--- src/rtl/bcd_conv_sched.sv ---
// rtl/bcd_conv_sched.sv - two-requester round-robin binary-to-BCD converter (0..63)
module bcd_conv_sched (
    input  logic       CLOCK_50,
    input  logic       Resetn,
    input  logic       req_a,
    input  logic [5:0] val_a,
    input  logic       req_b,
    input  logic [5:0] val_b,
    output logic       ack_a,
    output logic       ack_b,
    output logic       done_a,
    output logic       done_b,
    output logic [3:0] tens_a,
    output logic [3:0] ones_a,
    output logic [3:0] tens_b,
    output logic [3:0] ones_b,
    output logic       busy
);

    typedef enum logic {IDLE = 1'b0, CONV = 1'b1} state_t;

    // Channel encoding used by sel/last: 0 = requester A, 1 = requester B.
    state_t     state_q, state_d;
    logic [5:0] rem_q, rem_d;
    logic [3:0] tcnt_q, tcnt_d;
    logic       sel_q, sel_d;
    logic       last_q, last_d;
    logic       ack_a_q, ack_a_d;
    logic       ack_b_q, ack_b_d;
    logic       done_a_q, done_a_d;
    logic       done_b_q, done_b_d;
    logic [3:0] tens_a_q, tens_a_d;
    logic [3:0] ones_a_q, ones_a_d;
    logic [3:0] tens_b_q, tens_b_d;
    logic [3:0] ones_b_q, ones_b_d;
    logic       grant;

    // Arbitration, repeated-subtraction conversion and result write-back.
    always_comb begin
        state_d  = state_q;
        rem_d    = rem_q;
        tcnt_d   = tcnt_q;
        sel_d    = sel_q;
        last_d   = last_q;
        ack_a_d  = 1'b0;
        ack_b_d  = 1'b0;
        done_a_d = 1'b0;
        done_b_d = 1'b0;
        tens_a_d = tens_a_q;
        ones_a_d = ones_a_q;
        tens_b_d = tens_b_q;
        ones_b_d = ones_b_q;
        grant    = 1'b0;
        case (state_q)
            IDLE: begin
                if (req_a || req_b) begin
                    // Under contention the channel not served last wins.
                    grant   = (req_a && req_b) ? ~last_q : req_b;
                    rem_d   = grant ? val_b : val_a;
                    tcnt_d  = 4'd0;
                    sel_d   = grant;
                    state_d = CONV;
                    ack_a_d = ~grant;
                    ack_b_d = grant;
                end
            end
            CONV: begin
                if (rem_q >= 6'd10) begin
                    rem_d  = rem_q - 6'd10;
                    tcnt_d = tcnt_q + 4'd1;
                end else begin
                    if (sel_q) begin
                        tens_b_d = tcnt_q;
                        ones_b_d = rem_q[3:0];
                        done_b_d = 1'b1;
                    end else begin
                        tens_a_d = tcnt_q;
                        ones_a_d = rem_q[3:0];
                        done_a_d = 1'b1;
                    end
                    last_d  = sel_q;
                    state_d = IDLE;
                end
            end
            default: state_d = IDLE;
        endcase
    end

    // State and datapath registers; last resets to B so A wins first contention.
    always_ff @(posedge CLOCK_50 or negedge Resetn) begin
        if (!Resetn) begin
            state_q  <= IDLE;
            rem_q    <= 6'd0;
            tcnt_q   <= 4'd0;
            sel_q    <= 1'b0;
            last_q   <= 1'b1;
            ack_a_q  <= 1'b0;
            ack_b_q  <= 1'b0;
            done_a_q <= 1'b0;
            done_b_q <= 1'b0;
            tens_a_q <= 4'd0;
            ones_a_q <= 4'd0;
            tens_b_q <= 4'd0;
            ones_b_q <= 4'd0;
        end else begin
            state_q  <= state_d;
            rem_q    <= rem_d;
            tcnt_q   <= tcnt_d;
            sel_q    <= sel_d;
            last_q   <= last_d;
            ack_a_q  <= ack_a_d;
            ack_b_q  <= ack_b_d;
            done_a_q <= done_a_d;
            done_b_q <= done_b_d;
            tens_a_q <= tens_a_d;
            ones_a_q <= ones_a_d;
            tens_b_q <= tens_b_d;
            ones_b_q <= ones_b_d;
        end
    end

    assign ack_a  = ack_a_q;
    assign ack_b  = ack_b_q;
    assign done_a = done_a_q;
    assign done_b = done_b_q;
    assign tens_a = tens_a_q;
    assign ones_a = ones_a_q;
    assign tens_b = tens_b_q;
    assign ones_b = ones_b_q;
    assign busy   = (state_q != IDLE);

endmodule

--- config.mk ---
export PLATFORM = sky130hd
export DESIGN_NAME = bcd_conv_sched
export DESIGN_NICKNAME = d
export VERILOG_FILES = /design/src/rtl/bcd_conv_sched.sv
export SDC_FILE = /design/constraint.sdc
export NUM_CORES = 1
export LEC_CHECK = 0
export CAP_MARGIN = 10
export CORE_ASPECT_RATIO = 0.7
export CORE_UTILIZATION = 44
export CTS_CLUSTER_DIAMETER = 120
export CTS_CLUSTER_SIZE = 8
export DETAILED_ROUTE_END_ITERATION = 10
export PLACE_DENSITY = 0.87
export SKIP_CTS_REPAIR_TIMING = 1
export SLEW_MARGIN = 15
export SYNTH_ARGS = -nofsm -noshare
export SYNTH_HDL_FRONTEND = slang
export SYNTH_SLANG_ARGS = --single-unit
--- constraint.sdc ---
create_clock -name CLOCK_50 -period 2 [get_ports CLOCK_50]
set_input_delay 0.4 -clock CLOCK_50 [delete_from_list [all_inputs] [get_ports CLOCK_50]]
set_output_delay 0.4 -clock CLOCK_50 [all_outputs]
set_load 0.02 [all_outputs]
# After elaboration in Yosys (flattened, before gate mapping)
# Index checks and enable logic that the tools add are counted.
# totals
ff_bits	33
latchBits	0
ram_bits	0
romBits	0
inputBits	16
output_inout_bits	21
elab_cells	51
n_memories	0
# op_classes
addsub	2
n_mul	0
n_div	0
order_cmp	1
n_eq_ne	2
n_shift	0
muxes	21
bitwise	5
reduce_logical	7
# ops
op	n
$mux 6	3
$mux 1	13
$pmux 6 s2	1
$mux 4	2
$pmux 4 s2	1
$ge 6x4->1 const B	1
$reduce_and 2->1	3
$reduce_and 3->1	2
$sub 6x4->6 const B	1
$not 1->1	5
$add 4x1->4 const B	1
$ne 2x1->1 const B	1
$ne 2x2->1 const B	1
$pmux 1 s2	1
$logic_and 1x1->1	1
$logic_or 1x1->1	1

# Depth between registers and ports, before layout
# depth
ltp_word	5
depth_mapped	6
ltp_nobuf	6

# Worst setup path after synthesis
# Ideal clock, no wire load.
# synth_timing
kind	register -> register
from	register rem_q[2]
to	register ones_b_q[0], in the netlist ones_b[0]
setup_time_ns	0.125
arrival_time_ns	1.778
required_ns	1.875
slack_ns	0.097
path_stages_with_launch	6
n_path_buf	1
synth_period_minus_slack_ns	1.903
cell_sequence	dfrtp_1 o21a_1 or3_4 or3b_1 buf_6 mux2_4
# synth_between
elab_chain_cells	3
# synth_lines
element	line_no	text
from (decl)	24	logic [5:0] rem_q, rem_d;
from (signal assigned)	107	rem_q <= rem_d;
$ge 6x4->1	68	if (rem_q >= 6'd10) begin
$not 1->1 (no source line)	n/a	
$reduce_and 3->1 (no source line)	n/a	
to (signal assigned)	118	ones_b_q <= ones_b_d;
to (decl)	35	logic [3:0] ones_b_q, ones_b_d;
# Every way passes these cells.
# A chain may end at the register's enable or synchronous reset.

# Worst setup path after layout
# layout_timing
from	register rem_q[1]
to	register ones_b_q[1], in the netlist ones_b[1]
# layout_between
elab_chain_cells	3
# layout_lines
element	line_no
$ge 6x4->1	68
$not 1->1 (no source line)	n/a
$reduce_and 3->1 (no source line)	n/a
# Parallel ways exist; a longest one is shown, timed or not.

==> results.cfg <==
[run_status]
outcome = completed

[routing]
drt_first_iter_violations = 65
wl_mm = 3.52
detail-route-antenna-nets = 0
wl_per_cell_um = 15.9
vias = 1190
drt-pass1-iter-count = 4
drcViolationCount = 0
drt-vias-per-instance = 5.36

[die]
die-width_um = 72.5
pin_count = 37
initial_cell_density_of_the_core_pct = 47.4
fp.coreArea_um2 = 3230
fp.dieH_um = 51.4
design.die.area_um2 = 3730
number_of_core_rows = 17

[synthesis]
synth_enable_flop_cells = 0
synth-warning-count = 0
synth_seq_area_share_pct = 54.0
synth_flop_cell = dfrtp_1
synth-compound-area-share_pct = 12.6
mux_contribution_to_synthesized_area_pct = 17.7
async_reset_ff_share_pct = 100
synth-seq-cells = 33
yosysUniqueCellTypes = 37
main_combinational_cell_family_by_area_after_synthesis = multiplexers
synth.avg_cell_area_um2 = 12.1
yosys.area_share.simple_pct = 9.88
synth_fp_nets = 145
synth_xor_xnor_area_share_pct = 0
synthAdderAreaFrac_pct = 1.63
post_synth_inst_count = 127
syn-cell-area_um2 = 1530

[cts]
clock_tree_buffer_depth = 2
clock_tree_from_tritoncts = yes
cts.sink_count = 33
clockRootBuffer = clkbuf_8
cts_inserted_buffers = 5
clk_pin_slew_worst_setup_hold_paths_ns = 0.07
worst_skew_pair.late_latency_ns = 0.29
cts.htree.levels = 2

[global_routing]
first_global_vias = 1142
pin_count_of_the_biggest_net_entering_global_routing = 34
grt_antenna_before_repair = 0
globalRouteOverflowTotal = 0
grt_pass1_wl_mm = 5.71
globalRouteTotalUtil_pct = 21.9

[power]
power_density_nw_per_um2 = 1710
power.internal_mw = 2.19
power.switching_mw = 1.38
pwr-share-comb_pct = 51.8
power.switching_fraction_pct = 38.6
power.share.sequential_pct = 34.5
post-layout-total-power_mw = 3.57
worst_ir_drop_vdd_v = 0.000742
leakagePower_nw = 0.972
share_clk_of_total_power_pct = 13.7

[timing]
clock.fmax_mhz = 517
worst_slew_margin_rel_pct = 60.3
tightestPinTransition_ns = 0.589
timing_hold_violations_final = 0
timing.clock.skew_ns = 0.00575
period_needed_ns = 1.93
unrepaired_setup_endpoints_after_global_routing = no
slew_violations = 0
fin_crit_sh_pct = 96.7
setup_violations = 0
total_neg_setup_slack_ns = 0
timing.final.ws_setup_ns = 0.0650

[worst_setup_path]
start_kind = flip-flop
worst_path_required_ns = 2.17
critical_path_arrival_ns = 2.11
critical_path.endpoint_type = flip-flop
worstSetupPathType = reg2reg
critical_path_peak_fanout = 6

[place]
placement.io_buffers = 36
dp_cells = 214
place.gp.congestion = 0.813
dpl.hpwl_mm = 2.60
dpl_worst_slack_ns = -0.0213

[finish]
final_cells = 222
final_util_pct = 64.5
post_route_cells_drive_above_1_share_pct = 24.0
area_growth_syn_to_layout_pct = 36.1
finish.net_count = 192
n_antenna_cell = 0
final_common_cell = clkdlybuf4s50_1
layout.cells.most_common_list = 36 x clkdlybuf4s50_1, 32 x dfrtp_1, 11 x buf_4

[flow_run]
max-cap-violations = 0

[worst_hold_path]
path_class_of_the_lowest_slack_min_delay_path = in2async
[flip-flops by register name, summed over array words and instances, names as in the netlist]
name    cells
rem_q       6
ones_a      4
ones_b      4
tcnt_q      4
tens_a      4
tens_b      4
ack_a       1
ack_b       1
busy        1
done_a      1
done_b      1
last_q      1
sel_q       1
[layer usage]
layer / global-route usage, % / share of wire, % / vias to the layer above
li1: - / - / 536
met1: 28.1 / 44 / 589
met2: 34.3 / 46 / 57
met3: 5.72 / 8.3 / 8
met4: 11.1 / 1.2 / 0
met5: 0 / 0 / -
[worst max-delay path, stage by stage (launching register included)]
cell	delay [ns]
dfrtp_1	0.40
o21a_1	0.19
or3_4	0.36
or3b_1	0.40
buf_4	0.18
mux2_4	0.29
[Yosys cell counts, types with 2 or more instances]
cell type	number	area [µm²]
mux2_2	9	101
clkbuf_1	5	18.8
ha_1	2	25.0
mux2_4	8	120
nand3_1	3	15.0
a311oi_1	2	17.5
nand2_1	7	26.3
mux2i_1	5	50.1
a21oi_1	4	20.0
dfrtp_1	32	801
o21a_1	2	15.0
nor2_1	9	33.8
o21ai_0	5	25.0
o32ai_1	2	17.5
inv_1	8	30.0
a21o_1	3	22.5
[metrics by stage]
step                area, µm²  hold WS [ns]
CTS                      2090         0.511
finish                   2090         0.507
floorplan                1530         0.104
detailed placement       2000         0.495
global placement         2000         0.490
global route             2090         0.531
[final timing paths]
check | to | cells past startpoint | slack (ns) | startpoint
worst max-delay path | ones_b[1]$_DFFE_PN0P_ | 5 | 0.07 | rem_q[1]$_DFFE_PN0P_
max in group asynchronous | last_q$_DFFE_PN1P_ | 2 | 1.16 | Resetn
worst min-delay path | done_a$_DFF_PN0_ | 2 | 0.51 | Resetn
worst max register to register | ones_b[1]$_DFFE_PN0P_ | 5 | 0.07 | rem_q[1]$_DFFE_PN0P_
worst min register to register | tens_a[3]$_DFFE_PN0P_ | 1 | 0.51 | tens_a[3]$_DFFE_PN0P_
min in group CLOCK_50 | tens_a[3]$_DFFE_PN0P_ | 1 | 0.51 | tens_a[3]$_DFFE_PN0P_
[power by group through the flow]
stage	logic [mW]	clock network (mW)	registers [mW]
2_1_floorplan	0.924	0	1.41
5_1_grt	2.01	0.531	1.27
6_report	1.85	0.487	1.23
3_5_place_dp	1.85	0	1.24
4_1_cts	1.85	0.502	1.23
3_3_place_gp	1.79	0	1.21
[cell families after synthesis]
kind of cell,Yosys count
DFF,33
buffers and inverters,15
muxes,22
AOI/OAI and AO/OA,27
and+or+nand+nor,28
adders and majority gates,2
[area by class of cell]
class                           count  area (µm²)
Timing Repair Buffer               47         443
Fill cell                         275        1150
Sequential cell                    33         827
Clock buffer                        5        68.8
Inverter                            8        30.0
Clock inverter                      3        17.5
Multi-Input combinational cell     79         641
Tap cell                           47        58.8
Note: power is estimated with default switching activity, not from simulation.
